`src/rtl/multdiv_pkg.sv`:
```
// Shared definitions for the iterative multiply/divide unit: FSM state
// encoding, the most-negative operand constant and the counter width helper.
package multdiv_pkg;

    localparam int MD_WIDTH = 32;

    typedef enum logic [1:0] {
        IDLE = 2'd0,
        MULT = 2'd1,
        DIV  = 2'd2,
        DONE = 2'd3
    } md_state_e;

    localparam logic [MD_WIDTH-1:0] MIN_INT = {1'b1, {(MD_WIDTH-1){1'b0}}};

    function automatic int cnt_width(input int w);
        return (w > 1) ? $clog2(w) : 1;
    endfunction

    localparam int MD_CNT_W = cnt_width(MD_WIDTH);

endpackage

```
`src/rtl/is_zero.sv`:
```
// Zero detector: zero is 1 when every bit of data is 0.
module is_zero #(
    parameter int WIDTH = 32
) (
    input  logic [WIDTH-1:0] data,
    output logic             zero
);

    assign zero = ~|data;

endmodule

```
`src/rtl/multdiv_datapath.sv`:
```
// Shared shift-register datapath for radix-2 shift-add multiply and
// restoring divide on operand magnitudes, with final sign fix-up.
// hi/lo form the product (multiply) or remainder/quotient (divide);
// addend holds |A| for multiply and |B| for divide.
module multdiv_datapath
    import multdiv_pkg::*;
#(
    parameter int WIDTH = MD_WIDTH
) (
    input  logic             clock,
    input  logic             reset_n,
    input  logic             load,
    input  logic             step,
    input  logic             div_sel,
    input  logic [WIDTH-1:0] op_a,
    input  logic [WIDTH-1:0] op_b,
    output logic [WIDTH-1:0] result,
    output logic             exception
);

    logic [WIDTH:0]     hi;
    logic [WIDTH-1:0]   lo;
    logic [WIDTH-1:0]   addend;
    logic               neg;
    logic               is_div;

    logic [WIDTH-1:0]   mag_a;
    logic [WIDTH-1:0]   mag_b;
    logic [WIDTH:0]     sum;
    logic [WIDTH:0]     shifted;
    logic [WIDTH:0]     diff;
    logic               ge;
    logic [2*WIDTH-1:0] prod;
    logic [2*WIDTH-1:0] sprod;
    logic [WIDTH-1:0]   quo;

    // Magnitudes and per-iteration add / trial-subtract terms.
    always_comb begin
        mag_a   = op_a[WIDTH-1] ? (~op_a + 1'b1) : op_a;
        mag_b   = op_b[WIDTH-1] ? (~op_b + 1'b1) : op_b;
        sum     = {1'b0, hi[WIDTH-1:0]} + {1'b0, addend};
        shifted = {hi[WIDTH-1:0], lo[WIDTH-1]};
        ge      = (shifted >= {1'b0, addend});
        diff    = shifted - {1'b0, addend};
    end

    // Load magnitudes on start, then one multiply or divide iteration per step.
    always_ff @(posedge clock or negedge reset_n) begin
        if (!reset_n) begin
            hi     <= '0;
            lo     <= '0;
            addend <= '0;
            neg    <= 1'b0;
            is_div <= 1'b0;
        end else if (load) begin
            hi     <= '0;
            lo     <= div_sel ? mag_a : mag_b;
            addend <= div_sel ? mag_b : mag_a;
            neg    <= op_a[WIDTH-1] ^ op_b[WIDTH-1];
            is_div <= div_sel;
        end else if (step) begin
            if (is_div) begin
                hi <= ge ? diff : shifted;
                lo <= {lo[WIDTH-2:0], ge};
            end else if (lo[0]) begin
                hi <= {1'b0, sum[WIDTH:1]};
                lo <= {sum[0], lo[WIDTH-1:1]};
            end else begin
                hi <= {1'b0, hi[WIDTH:1]};
                lo <= {hi[0], lo[WIDTH-1:1]};
            end
        end
    end

    // Sign fix-up and overflow detection on the finished magnitudes.
    // A positive quotient with the top bit set only arises from MIN_INT / -1.
    always_comb begin
        prod      = {hi[WIDTH-1:0], lo};
        sprod     = neg ? (~prod + 1'b1) : prod;
        quo       = neg ? (~lo + 1'b1) : lo;
        result    = is_div ? quo : sprod[WIDTH-1:0];
        exception = is_div ? (~neg & lo[WIDTH-1])
                           : ~((&sprod[2*WIDTH-1:WIDTH-1]) | ~(|sprod[2*WIDTH-1:WIDTH-1]));
    end

endmodule

```
`src/rtl/multdiv_unit.sv`:
```
// Iterative signed multiply/divide unit for the execute stage.
// Optional build macro MULTDIV_EARLY_ZERO_EN: a zero multiply operand or a
// zero dividend finishes in two edges with result 0 / exception 0.
// Divide-by-zero always finishes in two edges with result 0 / exception 1.
//
// state | meaning
// IDLE  | waiting for ctrl_MULT / ctrl_DIV
// MULT  | WIDTH shift-add iterations, then one edge to publish
// DIV   | WIDTH restoring iterations, then one edge to publish
// DONE  | result valid, data_resultRDY high for this cycle
module multdiv_unit
    import multdiv_pkg::*;
#(
    parameter int WIDTH = MD_WIDTH
) (
    input  logic             clock,
    input  logic             reset_n,
    input  logic             ctrl_MULT,
    input  logic             ctrl_DIV,
    input  logic [WIDTH-1:0] data_operandA,
    input  logic [WIDTH-1:0] data_operandB,
    output logic [WIDTH-1:0] data_result,
    output logic             data_exception,
    output logic             data_resultRDY,
    output logic             busy
);

    localparam int CW = cnt_width(WIDTH);

    md_state_e        state;
    logic [CW-1:0]    cnt;
    logic             fin;
    logic             skip;
    logic             skip_exc;

    logic             start;
    logic             divisor_zero;
    logic             early_zero;
    logic             skip_now;
    logic             step;
    logic [WIDTH-1:0] dp_result;
    logic             dp_exception;

    is_zero #(.WIDTH(WIDTH)) u_divisor_zero (
        .data (data_operandB),
        .zero (divisor_zero)
    );

`ifdef MULTDIV_EARLY_ZERO_EN
    // Zero product or zero quotient is known up front; no need to iterate.
    always_comb begin
        early_zero = (~|data_operandA) | (ctrl_MULT & ~|data_operandB);
    end
`else
    // Zero operands take the full iteration count.
    always_comb begin
        early_zero = 1'b0;
    end
`endif

    // Start decode; MULT has priority when both controls are high.
    always_comb begin
        start    = ctrl_MULT | ctrl_DIV;
        skip_now = (~ctrl_MULT & divisor_zero) | early_zero;
        step     = ((state == MULT) || (state == DIV)) & ~fin & ~skip & ~start;
    end

    multdiv_datapath #(.WIDTH(WIDTH)) u_datapath (
        .clock     (clock),
        .reset_n   (reset_n),
        .load      (start),
        .step      (step),
        .div_sel   (~ctrl_MULT),
        .op_a      (data_operandA),
        .op_b      (data_operandB),
        .result    (dp_result),
        .exception (dp_exception)
    );

    // Sequencing FSM; a start in any state restarts, dropping any pending RDY.
    // fin marks that the iterations (or the early-exit wait) are complete so
    // the next edge publishes the result and enters DONE.
    always_ff @(posedge clock or negedge reset_n) begin
        if (!reset_n) begin
            state          <= IDLE;
            cnt            <= '0;
            fin            <= 1'b0;
            skip           <= 1'b0;
            skip_exc       <= 1'b0;
            data_result    <= '0;
            data_exception <= 1'b0;
        end else if (start) begin
            state    <= ctrl_MULT ? MULT : DIV;
            cnt      <= '0;
            fin      <= 1'b0;
            skip     <= skip_now;
            skip_exc <= ~ctrl_MULT & divisor_zero;
        end else begin
            case (state)
                MULT, DIV: begin
                    if (fin) begin
                        state          <= DONE;
                        data_result    <= skip ? '0 : dp_result;
                        data_exception <= skip ? skip_exc : dp_exception;
                    end else if (skip) begin
                        fin <= 1'b1;
                    end else begin
                        cnt <= cnt + 1'b1;
                        if (cnt == CW'(WIDTH - 1)) begin
                            fin <= 1'b1;
                        end
                    end
                end
                DONE:    state <= IDLE;
                default: state <= IDLE;
            endcase
        end
    end

    // Status outputs decoded from the state register.
    always_comb begin
        data_resultRDY = (state == DONE);
        busy           = (state != IDLE);
    end

endmodule

```
`config.mk`:
```
export PLATFORM = sky130hd
export DESIGN_NAME = multdiv_unit
export DESIGN_NICKNAME = d
export VERILOG_FILES = /design/src/rtl/multdiv_pkg.sv /design/src/rtl/is_zero.sv /design/src/rtl/multdiv_datapath.sv /design/src/rtl/multdiv_unit.sv
export SDC_FILE = /design/constraint.sdc
export NUM_CORES = 1
export LEC_CHECK = 0
export CAP_MARGIN = 20
export CORE_MARGIN = 3
export CORE_UTILIZATION = 56
export DETAILED_ROUTE_END_ITERATION = 12
export PLACE_DENSITY = 0.79
export SLEW_MARGIN = 30
export SYNTH_ARGS = -nofsm -noshare
export SYNTH_HDL_FRONTEND = slang
export SYNTH_HIERARCHICAL = 1
export SYNTH_SLANG_ARGS = --single-unit
```
`constraint.sdc`:
```
create_clock -name clock -period 4 [get_ports clock]
set_clock_uncertainty 0.2 [all_clocks]
set_input_delay 0.4 -clock clock [delete_from_list [all_inputs] [get_ports clock]]
set_output_delay 0.4 -clock clock [all_outputs]
set_load 0.005 [all_outputs]
```
==> results.txt <==
- The run finished with clean final reports.
* Launch instance of the worst min-delay path: data_result[26]
* Routed vias: 15900
* Achievable clock frequency: 0.259 GHz
- The average instance in the mapped netlist occupies 7.62 sq um.
- Clock tree synthesis selected as its root buffer the cell sky130_fd_sc_hd__clkbuf_16.
- Total global-route track usage: 36.5%
- Overall power consumption after layout is estimated at 5.17 mW.
- Number of setup buffers added after CTS: 0
* TritonCTS clock tree: yes
* X dimension of the die: 170 um
- Final hold viol count: 0
* Latest clock arrival within the worst-skew pair: 440 ps
- VDD sags by at most 0.000209 V.
* Share of the clock period used by the worst path: 96.7%
- The floorplan step defined a die boundary enclosing 28700 sq um.
* CTS Buf Count: 17
- Detailed placement finished with a half-perimeter wire length of 40900 um.
* Top area cells in the synthesized netlist: sky130_fd_sc_hd__dfrtp_1, sky130_fd_sc_hd__xnor2_1, sky130_fd_sc_hd__ha_1
- Along the worst path, the maximum fanout reaches 8.
* Area fraction of the dominant cell type after synthesis: 23.6%
- Number of max-capacitance violations reported: 0
* Net count after synthesis: 2107
* Accumulated negative setup slack: 0 ps
* Post-synthesis instance area: 15000 sq um
* Vertical extent of the die: 170 um
- The routed design has 53300 um of wire.
- FF-to-FF path depth: 13
* Filler Cells Inserted: 2280
- Type of destination of the critical path: register
* Share of post-route cells with drive strength above 1: 10.0%
- The worst hold path was traced through 2 stages.
- First-pass GRT wire length: 83000 um
- Number of antenna violations at the first check in global routing: 2
- Pin count of the biggest net entering global routing: 89
- Syn. warnings: 6
* Number of library cell types mapped by synthesis: 91
- Post-DRT Antenna Nets: 0
* DRC Markers: 0
* Kind of start point of the critical path: register
* Commonest register cell after synthesis: sky130_fd_sc_hd__dfrtp_1
- Slew Viols, Final: 0
* Source of the critical timing path: u_datapath/hi[1]
- Share of flip-flops with an asynchronous set or reset after synthesis: 100%
- Once the floorplan was initialized, standard cells occupied 57.2% of the core.
* Detailed Routing Iterations Pass 1: 9
* Via count of the first global-routing pass: 14700
- After floorplanning, the core was sized to cover 26200 sq um.
* Average routed wire per standard cell: 22.1 um
* Number of nets in the final layout: 2205
* Required time of the critical path: 4140 ps
- Clock-pin slew of the registers on the worst-case setup and hold paths: 80 ps
- Number of rows in the core area: 59
- The min-delay analysis places its worst path in the category reg2reg.
- Transition time of the tightest slew-check pin: 970 ps
- Initial DRC count: 1891
- The routed design could run at a clock period as short as 3870 ps.
- Post-synth top area cell: sky130_fd_sc_hd__dfrtp_1
- The clock tree synthesis step divided the H-tree into 4 levels.
- P_leak: 7.52 nW
* # IOs: 103
* Worst rel slew slack: 35.1%
- Cells fill 66.0% of the core in the end.
- Global route overflow: 0
* Gate count after technology mapping: 1966
- Unrepaired setup endpoints after global routing: true
- Port Buffers: 102
- The synthesized design contains 141 register bits.
* Number of buffers between clock root and the deepest sink: 2
- Worst hold slack after final layout: 285 ps
- STA puts the critical path data arrival time at 4010 ps.
- Relative area change from synthesis to final layout: 15.5%
* P per Cell Area: 299 nW/um^2
- In this run, synthesis inferred 0 flip-flops with an integrated enable.
* Post-detailed-route via-to-cell ratio: 6.60
* Antenna cells: 0
- Source of the worst register-to-register timing path: u_datapath/hi[1]
- Final GP Congestion: 1.03
- Worst setup path class: reg2reg
- Count of clock tree sinks: 141
* Part of the Yosys area used for sequential elements: 23.6%
- Setup violators final: 0
layer usage:
| layer | track usage (%) | part of all wire, % | vias to the layer above |
|---|---|---|---|
| met4 | 17.3 | 5.5 | 2 |
| met2 | 56.9 | 44 | 912 |
| li1 | - | - | 7414 |
| met1 | 49.2 | 40 | 7416 |
| met3 | 6.80 | 10 | 172 |
| met5 | 0 | 0.024 | - |
logic make-up after synthesis:
family	synth area share, %
mux	4.99
xor+xnor	8.60
simple gates	22.8
compound gates	27.0
fa+ha+maj	6.20
buf+inv	6.82
flops	23.6
stage by stage:
step	cell area, sq um	cells	setup slack, ps
3_3_place_gp	16700	2379	140
2_1_floorplan	15000	1966	80.1
5_1_grt	17300	2412	-88.4
6_report	17300	2412	132
4_1_cts	17300	2412	130
3_5_place_dp	16700	2379	91.1
synth_stat cells (16+ instances only):
library cell,n
sky130_fd_sc_hd__a211oi_1,28
sky130_fd_sc_hd__nand3_1,39
sky130_fd_sc_hd__a21oi_1,150
sky130_fd_sc_hd__mux2i_1,60
sky130_fd_sc_hd__inv_1,81
sky130_fd_sc_hd__nor2_1,144
sky130_fd_sc_hd__a21o_1,37
sky130_fd_sc_hd__nand2_1,221
sky130_fd_sc_hd__ha_1,71
sky130_fd_sc_hd__xor2_1,45
sky130_fd_sc_hd__nor3_1,44
sky130_fd_sc_hd__o21ai_0,174
sky130_fd_sc_hd__nor4_1,23
sky130_fd_sc_hd__or3_1,25
sky130_fd_sc_hd__or4_1,17
sky130_fd_sc_hd__xnor2_1,102
sky130_fd_sc_hd__dfrtp_1,141
sky130_fd_sc_hd__o31ai_1,40
sky130_fd_sc_hd__o211ai_1,56
sky130_fd_sc_hd__nand4_1,31
sky130_fd_sc_hd__nand2b_1,50
sky130_fd_sc_hd__o41ai_1,16
sky130_fd_sc_hd__clkbuf_1,108
power by group:
| group | internal [mW] | switching [mW] | total (mW) | leakage, nW |
|---|---|---|---|---|
| combinational | 0.728 | 1.08 | 1.80 | 5.40 |
| clock | 0.855 | 0.807 | 1.66 | 0.301 |
| sequential | 1.53 | 0.178 | 1.71 | 1.82 |
path summary, 6_finish.rpt:
check / to / slack [ps]
setup / recovery: u_datapath/hi[25] / 130
hold / removal: data_result[26] / 290
setup reg to reg: u_datapath/hi[25] / 130
hold reg to reg: data_result[26] / 290
max in group asynchronous: u_datapath/addend[24] / 2330
min in group asynchronous: data_result[20] / 420
worst max-delay path, stage by stage (launching register included):
cell,delay [ps]
sky130_fd_sc_hd__dfrtp_1,530
sky130_fd_sc_hd__inv_1,120
sky130_fd_sc_hd__fa_1,470
sky130_fd_sc_hd__nand2b_1,190
sky130_fd_sc_hd__a21oi_1,240
sky130_fd_sc_hd__o21ai_0,220
sky130_fd_sc_hd__buf_4,180
sky130_fd_sc_hd__o31ai_1,320
sky130_fd_sc_hd__o211ai_1,200
sky130_fd_sc_hd__a211oi_1,320
sky130_fd_sc_hd__buf_4,180
sky130_fd_sc_hd__nor3_1,40
sky130_fd_sc_hd__o311a_1,330
sky130_fd_sc_hd__o32ai_1,240
area by class of cell:
cell class | instances | area [sq um] | share of cell area [%]
clock buffers | 17 | 425 | 2.46
flip-flops and latches | 141 | 3530 | 20.4
well taps | 335 | 419 | 2.42
clock inverters | 15 | 196 | 1.14
repair buffers | 223 | 1950 | 11.3
inverters | 83 | 312 | 1.80
multi-input cells | 1598 | 10500 | 60.5
placed cells by master (no fill, tap or decap), types with 8 or more instances in the layout:
master and instances:
sky130_fd_sc_hd__a211oi_1 27, sky130_fd_sc_hd__a21o_1 37, sky130_fd_sc_hd__a21oi_1 150, sky130_fd_sc_hd__a31oi_1 12, sky130_fd_sc_hd__and3_1 15, sky130_fd_sc_hd__buf_4 118
sky130_fd_sc_hd__clkbuf_16 17, sky130_fd_sc_hd__clkdlybuf4s50_1 100, sky130_fd_sc_hd__dfrtp_1 139, sky130_fd_sc_hd__ha_1 71, sky130_fd_sc_hd__inv_1 79, sky130_fd_sc_hd__mux2_2 13
sky130_fd_sc_hd__mux2i_1 60, sky130_fd_sc_hd__nand2_1 220, sky130_fd_sc_hd__nand2b_1 50, sky130_fd_sc_hd__nand3_1 39, sky130_fd_sc_hd__nand4_1 31, sky130_fd_sc_hd__nor2_1 144
sky130_fd_sc_hd__nor2b_1 8, sky130_fd_sc_hd__nor3_1 44, sky130_fd_sc_hd__nor4_1 23, sky130_fd_sc_hd__o211ai_1 56, sky130_fd_sc_hd__o21a_1 10, sky130_fd_sc_hd__o21ai_0 174
sky130_fd_sc_hd__o21bai_1 9, sky130_fd_sc_hd__o31ai_1 40, sky130_fd_sc_hd__o41ai_1 15, sky130_fd_sc_hd__or3_1 25, sky130_fd_sc_hd__or4_1 17, sky130_fd_sc_hd__xnor2_1 102
sky130_fd_sc_hd__xor2_1 45
state kept, by name, indices dropped and copies added (netlist names):
| name | flops |
|---|---|
| cnt | 5 |
| data_exception | 1 |
| data_result | 32 |
| fin | 1 |
| skip_exc | 1 |
| state | 2 |
| u_datapath/addend | 32 |
| u_datapath/hi | 33 |
| u_datapath/is_div | 1 |
| u_datapath/lo | 32 |
| u_datapath/neg | 1 |
what timing repair did:
action | 4_1_cts | 5_1_grt
resized for setup | 0 | 4
hold endpoints to repair | 87 | 0
endpoints found under the setup margin | 0 | 4
hold buffers | 1 | 0
(Power assumes the default switching activity.)
